### config.mk
export PLATFORM = sky130hd
export DESIGN_NAME = if_stage
export DESIGN_NICKNAME = d
export VERILOG_FILES = /design/src/rtl/if_stage_pkg.sv /design/src/rtl/if_hold_buf.sv /design/src/rtl/if_stage.sv
export SDC_FILE = /design/constraint.sdc
export NUM_CORES = 1
export LEC_CHECK = 0
export CORE_UTILIZATION = 50
export DETAILED_ROUTE_END_ITERATION = 16
export GPL_ROUTABILITY_DRIVEN = 0
export HOLD_SLACK_MARGIN = 0.05
export MAX_ROUTING_LAYER = met4
export PLACE_DENSITY = 0.82
export SLEW_MARGIN = 25
export SYNTH_ARGS = -nofsm -noshare
export SYNTH_HDL_FRONTEND = slang
export SYNTH_SLANG_ARGS = --single-unit
### constraint.sdc
create_clock -name clk_50MHz -period 2.35 [get_ports clk_50MHz]
set_input_delay 0.47 -clock clk_50MHz [delete_from_list [all_inputs] [get_ports clk_50MHz]]
set_output_delay 0.47 -clock clk_50MHz [all_outputs]
set_load 0.03 [all_outputs]
### src/rtl/if_stage_pkg.sv
// Shared constants for the instruction-fetch stage: bus widths, reset/bubble encodings,
// pause polarity and the IF state encodings.
package if_stage_pkg;

  localparam int INST_W = 16;
  localparam int PC_W   = 16;

  localparam logic PAUSE_ENABLE = 1'b1;

  localparam logic [PC_W-1:0]   PC_RESET_DEF = 16'h0000;
  localparam logic [INST_W-1:0] NOP_INST_DEF = 16'h0800;

  localparam int IF_STATE_W = 2;
  localparam logic [IF_STATE_W-1:0] IF_IDLE  = 2'd0;
  localparam logic [IF_STATE_W-1:0] IF_FETCH = 2'd1;
  localparam logic [IF_STATE_W-1:0] IF_HOLD  = 2'd2;

  function automatic logic [15:0] sat_inc16(input logic [15:0] v);
    return (v == 16'hFFFF) ? v : v + 16'd1;
  endfunction

endpackage

### src/rtl/if_hold_buf.sv
// One-entry instruction/PC buffer that parks a fetch accepted while IF/ID is paused.
// Clear wins over load so a jump in the same cycle always discards the entry.
module if_hold_buf
  import if_stage_pkg::*;
(
  input  logic              clk,
  input  logic              rst,
  input  logic              load_i,
  input  logic              clr_i,
  input  logic [INST_W-1:0] inst_i,
  input  logic [PC_W-1:0]   pc_i,
  output logic [INST_W-1:0] inst_o,
  output logic [PC_W-1:0]   pc_o,
  output logic              valid_o
);

  logic [INST_W-1:0] inst_q, inst_d;
  logic [PC_W-1:0]   pc_q, pc_d;
  logic              valid_q, valid_d;

  always_comb begin
    inst_d  = inst_q;
    pc_d    = pc_q;
    valid_d = valid_q;
    if (clr_i) begin
      valid_d = 1'b0;
    end else if (load_i) begin
      inst_d  = inst_i;
      pc_d    = pc_i;
      valid_d = 1'b1;
    end
  end

  always_ff @(posedge clk) begin
    if (!rst) begin
      inst_q  <= '0;
      pc_q    <= '0;
      valid_q <= 1'b0;
    end else begin
      inst_q  <= inst_d;
      pc_q    <= pc_d;
      valid_q <= valid_d;
    end
  end

  assign inst_o  = inst_q;
  assign pc_o    = pc_q;
  assign valid_o = valid_q;

endmodule

### src/rtl/if_stage.sv
// Instruction fetch stage with IF/ID register, pause hold buffer and jump redirect.
// Optional fetch/stall counters are enabled by defining IF_STALL_CNT_EN.
module if_stage
  import if_stage_pkg::*;
#(
  parameter logic [PC_W-1:0]   PC_RESET = PC_RESET_DEF,
  parameter logic [INST_W-1:0] NOP_INST = NOP_INST_DEF
)(
  input  logic              clk_50MHz,
  input  logic              rst,
  input  logic              if_PAUSE,
  input  logic              jump_en,
  input  logic [PC_W-1:0]   jump_addr,
  input  logic              mem_busy,
  output logic              imem_req,
  output logic [PC_W-1:0]   imem_addr,
  input  logic [INST_W-1:0] imem_data,
  input  logic              imem_ready,
  output logic [INST_W-1:0] id_inst,
  output logic [PC_W-1:0]   id_PC,
  output logic              id_valid
`ifdef IF_STALL_CNT_EN
  ,
  output logic [15:0]       fetch_cnt,
  output logic [15:0]       stall_cnt
`endif
);

  logic [IF_STATE_W-1:0] state_q, state_d;
  logic [PC_W-1:0]       pc_q, pc_d;
  logic [INST_W-1:0]     id_inst_q, id_inst_d;
  logic [PC_W-1:0]       id_pc_q, id_pc_d;
  logic                  id_valid_q, id_valid_d;

  logic                  paused;
  logic                  accept;
  logic [PC_W-1:0]       pc_inc;
  logic                  buf_load, buf_clr, buf_valid;
  logic [INST_W-1:0]     buf_inst;
  logic [PC_W-1:0]       buf_pc;

  assign paused    = (if_PAUSE == PAUSE_ENABLE);
  assign pc_inc    = pc_q + 16'd1;
  // Request is masked by reset and jump so an abandoned or squashed fetch never lands.
  assign imem_req  = rst && (state_q == IF_FETCH) && !mem_busy && !jump_en;
  assign imem_addr = pc_q;
  assign accept    = imem_req && imem_ready;

  if_hold_buf u_hold_buf (
    .clk     (clk_50MHz),
    .rst     (rst),
    .load_i  (buf_load),
    .clr_i   (buf_clr),
    .inst_i  (imem_data),
    .pc_i    (pc_inc),
    .inst_o  (buf_inst),
    .pc_o    (buf_pc),
    .valid_o (buf_valid)
  );

  always_comb begin
    state_d    = state_q;
    pc_d       = pc_q;
    id_inst_d  = id_inst_q;
    id_pc_d    = id_pc_q;
    id_valid_d = id_valid_q;
    buf_load   = 1'b0;
    buf_clr    = 1'b0;
    if (jump_en) begin
      pc_d       = jump_addr;
      id_inst_d  = NOP_INST;
      id_valid_d = 1'b0;
      buf_clr    = 1'b1;
      state_d    = IF_FETCH;
    end else begin
      case (state_q)
        IF_IDLE: state_d = IF_FETCH;
        IF_FETCH: begin
          if (accept) begin
            pc_d = pc_inc;
            if (paused) begin
              buf_load = 1'b1;
              state_d  = IF_HOLD;
            end else begin
              id_inst_d  = imem_data;
              id_pc_d    = pc_inc;
              id_valid_d = 1'b1;
            end
          end else if (!paused) begin
            id_inst_d  = NOP_INST;
            id_valid_d = 1'b0;
          end
        end
        IF_HOLD: begin
          if (!paused && buf_valid) begin
            id_inst_d  = buf_inst;
            id_pc_d    = buf_pc;
            id_valid_d = 1'b1;
            buf_clr    = 1'b1;
            state_d    = IF_FETCH;
          end
        end
        default: state_d = IF_IDLE;
      endcase
    end
  end

  always_ff @(posedge clk_50MHz) begin
    if (!rst) begin
      state_q    <= IF_IDLE;
      pc_q       <= PC_RESET;
      id_inst_q  <= NOP_INST;
      id_pc_q    <= 16'h0000;
      id_valid_q <= 1'b0;
    end else begin
      state_q    <= state_d;
      pc_q       <= pc_d;
      id_inst_q  <= id_inst_d;
      id_pc_q    <= id_pc_d;
      id_valid_q <= id_valid_d;
    end
  end

  assign id_inst  = id_inst_q;
  assign id_PC    = id_pc_q;
  assign id_valid = id_valid_q;

`ifdef IF_STALL_CNT_EN
  logic [15:0] fetch_cnt_q, fetch_cnt_d;
  logic [15:0] stall_cnt_q, stall_cnt_d;
  logic        stall_cycle;

  assign stall_cycle = ((state_q == IF_FETCH) && !accept) || (state_q == IF_HOLD);

  always_comb begin
    fetch_cnt_d = accept ? sat_inc16(fetch_cnt_q) : fetch_cnt_q;
    stall_cnt_d = stall_cycle ? sat_inc16(stall_cnt_q) : stall_cnt_q;
  end

  always_ff @(posedge clk_50MHz) begin
    if (!rst) begin
      fetch_cnt_q <= 16'h0000;
      stall_cnt_q <= 16'h0000;
    end else begin
      fetch_cnt_q <= fetch_cnt_d;
      stall_cnt_q <= stall_cnt_d;
    end
  end

  assign fetch_cnt = fetch_cnt_q;
  assign stall_cnt = stall_cnt_q;
`endif

endmodule

After elaboration in Yosys (flattened, before gate mapping)
Index checks and enable logic that the tools add are counted.

Muxes and demuxes: 29. Equal/unequal tests: 9. Bitwise gates (word level): 3. Reductions and logical operators: 20. Add/sub/neg operators: 1.

Operator list (count): $mux W16 (10); $pmux W16 S2 (2); $add A16 B1 Y16 const B (1); $mux W1 (12); $ne A3 B3 Y1 const B (3); $reduce_and A3 Y1 (3); $ne A2 B2 Y1 const B (4); $mux W2 (3); $pmux W2 S3 (1); $reduce_bool A2 Y1 (3); $logic_and A1 B1 Y1 (5); $reduce_and A5 Y1 (1); $reduce_and A2 Y1 (2); $reduce_or A2 Y1 (2); $logic_not A1 Y1 (3); $not A1 Y1 (3); $eq A2 B1 Y1 const B (1); $eq A2 B2 Y1 const B (1); $logic_not A2 Y1 (1); $pmux W1 S2 (1).

Logic and storage cells: 71. Bits in registers: 84. Input bits: 38.

Logic depth before layout (Yosys ltp)
Gate-level depths: netlist (run 1).

Depth in word-level cells: 9. Gate-level depth with buffers: 9. Mapped depth without buffers: 7.

Hierarchy
From an unflattened synthesis (run 1), not the netlist that was laid out.

Cells, all modules: 473. Area total of the unflattened synthesis: 4240.3 µm².

Modules (own cells, without submodules): if_stage (times used 1, cells each 330, seq. area each 1021.0 µm², area each 2886.5 µm²); if_hold_buf (times used 1, cells each 143, seq. area each 660.6 µm², area each 1353.8 µm²).

Least setup slack after synthesis (run 1)
Ideal clock, no wire load.

Path kind: register to register. Start: reg state_q[1]. End: reg pc_q[11], in the netlist imem_addr[11]. Path slack: 372 ps. Path buffers: 1. Arrival time: 1904 ps. Period minus slack after synthesis: 1978 ps. Cell stages (with the launch flop): 9. Data required time: 2275 ps. Cell sequence: dfxtp_1 inv_1 ha_1 nand4bb_1 buf_2 inv_1 nand2_1 o31a_1 o22ai_1.

Cells in the longest elaborated chain, start to end: 7.

RTL lines: start: declaration (RTL line if_stage.sv:29) `logic [IF_STATE_W-1:0] state_q, state_d;`; start signal: assignment (RTL line if_stage.sv:116) `state_q <= state_d;`; $eq A2 B1 Y1 (RTL line if_stage.sv:45) `assign imem_req = rst && (state_q == IF_FETCH) && !mem_busy && !jump_en;`; $logic_and A1 B1 Y1 (3 in a row) (RTL line if_stage.sv:45); named net imem_req (RTL line if_stage.sv:15) `output logic imem_req,`; $logic_and A1 B1 Y1 (RTL line if_stage.sv:47) `assign accept = imem_req && imem_ready;`; $reduce_bool A2 Y1 (no source line); $reduce_and A2 Y1 (no source line); end signal: assignment (RTL line if_stage.sv:117) `pc_q <= pc_d;`; end: declaration (RTL line if_stage.sv:30) `logic [PC_W-1:0] pc_q, pc_d;`.

The timed path passes the listed nets, and every way through them passes these cells. A chain may end at the register's enable or synchronous reset.

Final worst setup path (run 1)
Start: reg state_q[0]. End: reg id_pc_q[10], in the netlist id_PC[10].

Cells in the longest elaborated chain, start to end: 7.

RTL lines: $eq A2 B1 Y1 (RTL line if_stage.sv:45, if_stage.sv:76); $logic_and A1 B1 Y1 (3 in a row) (RTL line if_stage.sv:45); $logic_and A1 B1 Y1 (RTL line if_stage.sv:47); $ne A2 B2 Y1 (no source line); $reduce_and A5 Y1 (no source line); end signal: assignment (RTL line if_stage.sv:119) `id_pc_q <= id_pc_d;`; end: declaration (RTL line if_stage.sv:32) `logic [PC_W-1:0] id_pc_q, id_pc_d;`.

Parallel ways exist; a longest one is shown, timed or not.

==> results of run 1 <==
[power by group through the flow]
stage	Clock, mW	Combinational [mW]	Sequential (mW)
final	0.973	0.500	1.51
after global routing	1.03	0.532	1.51
after CTS	0.978	0.495	1.51
after detailed placement	0	0.492	1.54
after global placement	0	0.481	1.54
after floorplan	0	0.203	1.60
[area by class of cell]
class / count / area [sq um] / share of cell area [%]
Sequential cell: 84 / 1680 / 33.2
Tap cell: 99 / 124 / 2.44
Multi-Input combinational cell: 325 / 1930 / 38.0
Clock inverter: 6 / 47.5 / 0.938
Clock buffer: 10 / 138 / 2.72
Timing Repair Buffer: 117 / 1110 / 21.8
Inverter: 12 / 45.0 / 0.889
[stage by stage]
step | utilization, % | setup TNS (ns)
global placement | 66.9 | -0.0793
finish | 69.5 | 0
CTS | 69.4 | 0
global route | 69.5 | 0
detailed placement | 66.9 | -1.90
floorplan | - | 0
[Yosys cell counts, drive strengths merged (7+ instances only)]
| cell | instances | area (sq um) |
|---|---|---|
| nand2 | 62 | 233 |
| buf | 14 | 80.1 |
| nand3 | 15 | 75.1 |
| dfxtp | 84 | 1680 |
| o21ai | 30 | 150 |
| inv | 12 | 45.1 |
| nor3 | 20 | 110 |
| and3 | 7 | 43.8 |
| o22ai | 12 | 75.1 |
| a21oi | 60 | 300 |
| xnor2 | 10 | 87.6 |
| clkbuf | 21 | 78.8 |
| a22oi | 26 | 195 |
| nor2 | 15 | 56.3 |
| o221ai | 8 | 70.1 |
[logic make-up (layout without fill, tap and decap cells)]
group	Yosys count	in the layout	share of synthesized area (%)
AOI/OAI and AO/OA	162	162	27.0
and+or+nand+nor	141	141	17.5
DFF	84	84	44.3
buffers and inverters	47	145	5.37
xor gates and xnor gates	10	10	2.31
adders and majority gates	6	6	1.98
muxes	6	6	1.58
[state kept, by name, indices dropped and copies added (netlist names)]
signal and count:
imem_addr 16, state_q 2, u_hold_buf.valid_o 1, id_valid 1, u_hold_buf.inst_o 16, id_PC 16
u_hold_buf.pc_o 16, id_inst 16
[path summary, 6_finish.rpt]
check / from / endpoint / slack, ns / depth (start not counted)
worst max-delay path: state_q[0] / id_PC[10] / 0.16 / 5
worst min-delay path: u_hold_buf.pc_o[1] / u_hold_buf.pc_o[1] / 0.46 / 2
worst max register to register: state_q[0] / id_PC[10] / 0.16 / 5
worst min register to register: u_hold_buf.pc_o[1] / u_hold_buf.pc_o[1] / 0.46 / 2
[metal layers]
layer,vias up,routed length [microns]
met1,1852,4720
met3,23,845
met5,-,0
met2,199,5110
li1,1861,-
met4,0,204
[critical path: stages, from the launching register on]
cell and delay (ns):
dfxtp_1 0.43, inv_1 0.11, ha_1 0.42, inv_1 0.42, nand4_1 0.40, o221ai_1 0.32
==> flow_summary.ini, run 1 <==
[power_and_ir_drop]
p_total_mw = 2.98
max-vdd-ir-drop_v = 0.000400
netSwitchingPower_mw = 0.879
swShare_pct = 29.5
intPower_mw = 2.10
power_frac_seq_pct = 50.6
total_leakage_power_nw = 1.77
pwr_density_cell_nw_per_um2 = 588
pwr-share-clk_pct = 32.7
pwr-share-comb_pct = 16.8

[clocking]
cts_resized = 0
cts_max_path_buffers = 2
clock-sinks = 84
clk_latency_ns = 0.35
cts_tree = built
cts_made_buffers = 9
h-tree-depth = 3
path_clk_slew_ns = 0.09
root_buffer = clkbuf_8
postCtsHoldBufs = 0
post_cts_buffers = 0

[place]
dp_cells = 637
place_area_sq_um = 4880
dp.final_hpwl_microns = 7670
pre_cts_ws_ns = -0.196
io_buffers = 87

[setup_path]
worst_ep_required_time_ns = 2.61
crit_type = reg -> reg
cp-start-kind = flop
arrival_ns = 2.45
path_max_fanout = 14
endpoint_kind = flop

[global_routing]
grt_pass1_wl_microns = 17100
overflow = 0
grt_util_all_layers_pct = 29.0
grt.busiest_layer = met2
use_met1_pct = 38.2
grt_max_degree = 38
use_met3_pct = 4.89
antenna_found_initial = 0
grt_pass1_vias = 3530
met2_usage_pct = 45.4

[synthesis]
async_flop_share_pct = 0
seq_area_frac_synth_pct = 44.3
syn_inst = 456
synth_area_sq_um = 3800
synth_edf_count = 0
synth_nets = 500
synth.avg_cell_area_sq_um = 8.33
synth_ff_type = dfxtp_1
ys_types = 45
ys_warn_count = 0
ys_seq_elements = 84

[sta]
worstMarginPinSlew_ns = 0.678
slew_violations = 0
rsz0062_at_grt = false
hold_viol_final = 0
setup_slack_ns = 0.156
period_minus_slack_ns = 2.19
fmax_mhz = 456
fin_hold_ws_ns = 0.457
finalCritPeriodShare_pct = 93.4
clock_skew_ns = 0.00601
max-slew-margin-rel_pct = 54.8
finalSetupViolations = 0

[die]
die_width_microns = 89.2
die_area_sq_um = 7950
initial_core_util_pct = 52.1
core_sq_um = 7290
num_rows = 31
io_pins = 88
die_y_microns = 89.2

[run_status]
status = finished, final reports clean

[layout]
final_nets = 593
layout_common_cells = clkdlybuf4s50_1 (86), dfxtp_1 (84), nand2_1 (62), a21oi_1 (58)
n_antenna_cell = 0
synthToLayoutAreaGrowth_pct = 33.4
layout.cells.non_filler = 653
mostFrequentLayoutCell = clkdlybuf4s50_1
fill_cells = 617
fin_area_sq_um = 5070
drive_gt1_share_pct = 10.1

[route]
wl_per_cell_microns = 16.6
drt-total-wl_microns = 10900
ant_nets = 0
drc = 0
vias_per_cell = 6.03
drt_iter0_markers = 494
drtPass1Iterations = 5
via_count = 3935

[job]
maxCapViolations = 0

[min_path]
min_path_type = reg -> reg
No activity file was read; power rests on OpenSTA's default activity.
==> run 2, diff against run 1 <==
- CTS_CLUSTER_DIAMETER: unset -> 30
==> results of run 2 <==
Same layout as run 1: the final DEF is identical, and so are final timing and power.
==> run 3, diff against run 2 <==
- REMOVE_ABC_BUFFERS: unset -> 1
==> flow_summary.ini, run 3 (synthesis results as in run 1) <==
[run_status]
status = finished, final reports clean

[die]
core_sq_um = 7290
die_width_microns = 89.2
io_pins = 88
die_area_sq_um = 7950
initial_core_util_pct = 52.1
num_rows = 31
die_y_microns = 89.2

[min_path]
min_path_type = reg -> reg
hp-start = u_hold_buf.inst_o[11]
worstHoldEndpoint = u_hold_buf.inst_o[11]
whs_path_depth = 2

[power_and_ir_drop]
total_leakage_power_nw = 1.78
swShare_pct = 26.8
pwr_density_cell_nw_per_um2 = 625
max-vdd-ir-drop_v = 0.000303
netSwitchingPower_mw = 0.856
p_total_mw = 3.20
intPower_mw = 2.34
pwr-share-clk_pct = 37.2
pwr-share-comb_pct = 15.5
power_frac_seq_pct = 47.2

[clocking]
h-tree-depth = 3
path_clk_slew_ns = 0.08
cts_made_buffers = 9
clock-sinks = 84
post_cts_buffers = 0
cts_tree = built
cts_max_path_buffers = 2
clk_latency_ns = 0.36
postCtsHoldBufs = 0
root_buffer = clkbuf_8
cts_resized = 0

[route]
via_count = 3947
drt_iter0_markers = 219
vias_per_cell = 6.04
wl_per_cell_microns = 17.3
drt-total-wl_microns = 11300
drc = 0
wl_met3_microns = 859
met2_wirelength_microns = 5420
dr.max_layer_used = met4
wl_met1_microns = 4690
drtPass1Iterations = 5
ant_nets = 0

[setup_path]
rr_startpoint = state_q[0]
slowest_delay_ns = 0.46
endpoint_kind = output pin
arrival_ns = 1.69
crit_type = in -> out
path_max_fanout = 5
cp-start-kind = primary input
crit_slowest_cell = clkdlybuf4s50_1
crit_path_cell_trace = clkdlybuf4s50_1, nand4bb_1, inv_1, buf_4
worst_ep_required_time_ns = 1.88
r2r_setup_slack_ns = 0.31
ff2ff_path_depth = 5
r2r-end = id_PC[14]

[sta]
hold_viol_final = 0
setup_slack_ns = 0.187
clock_skew_ns = 0.0113
slew_violations = 0
rsz0062_at_grt = false
max-slew-margin-rel_pct = 63.1
worstMarginPinSlew_ns = 0.553
fmax_mhz = 462
period_minus_slack_ns = 2.16
finalCritPeriodShare_pct = 92.0
finalSetupViolations = 0
fin_tns_setup_ns = 0
fin_hold_ws_ns = 0.460

[layout]
layout.cells.non_filler = 653
layout_common_cells = clkdlybuf4s50_1 (86), dfxtp_1 (84), nand2_1 (62), a21oi_1 (59)
fill_cells = 579
final_nets = 593
post-route-util_pct = 70.1
mostFrequentLayoutCell = clkdlybuf4s50_1
drive_gt1_share_pct = 9.93
n_antenna_cell = 0
fin_area_sq_um = 5110
synthToLayoutAreaGrowth_pct = 34.7

[global_routing]
grt_pass1_vias = 3665
overflow = 0
grt_pass1_wl_microns = 17700
grt_max_degree = 37
antenna_found_initial = 0
grt_util_all_layers_pct = 30.0

[place]
io_buffers = 87
place_area_sq_um = 4880
dp.final_hpwl_microns = 7730
dp_cells = 637
pre_cts_ws_ns = 0.00809

[job]
maxCapViolations = 0
## run 3: cell types whose count changed in the layout (fill, tap and decap cells not counted)
cell | previous run | this run
clkinv_4 | 3 | 1
clkinv_2 | 1 | 0
inv_6 | 1 | 0
a21oi_1 | 58 | 59
clkinvlp_4 | 1 | 2
clkbuf_8 | 10 | 11
bufinv_16 | 0 | 2
a21oi_2 | 2 | 1
## run 3: routing by layer
metal  vias to the layer above  global-route usage (%)
met2                       191                    46.2
met4                         0                    13.7
met1                      1873                    39.0
met3                        37                    4.62
li1                       1846                       -
met5                         -                       -
## run 3: power by group through the flow
stage                     clock [mW]  sequential, mW  combinational [mW]
after floorplan                    0            1.60               0.169
after global placement             0            1.54               0.479
after detailed placement           0            1.54               0.490
after CTS                       1.19            1.51               0.493
after global routing            1.26            1.51               0.529
final                           1.19            1.51               0.497
## run 3: critical path, delay by kind of cell
family / cells / cell delay (ns)
simple gates: 1 / 0.34
buf+inv: 3 / 0.87
## run 3: cell type report
type / count / area (sq um) / area share [%]
Inverter: 12 / 45.0 / 0.881
Clock inverter: 5 / 83.8 / 1.64
Multi-Input combinational cell: 325 / 1920 / 37.6
Sequential cell: 84 / 1680 / 32.9
Clock buffer: 11 / 151 / 2.96
Tap cell: 99 / 124 / 2.42
Timing Repair Buffer: 117 / 1110 / 21.6
## run 3: how the worst max path moves through the flow
stage / startpoint / end / cells after the start
after floorplan: state_q[0] / id_inst[11] / 6
after global placement: jump_en / u_hold_buf.pc_o[2] / 7
after detailed placement: jump_en / id_PC[9] / 5
after CTS: mem_busy / imem_req / 4
after global routing: state_q[1] / imem_req / 5
final: mem_busy / imem_req / 4
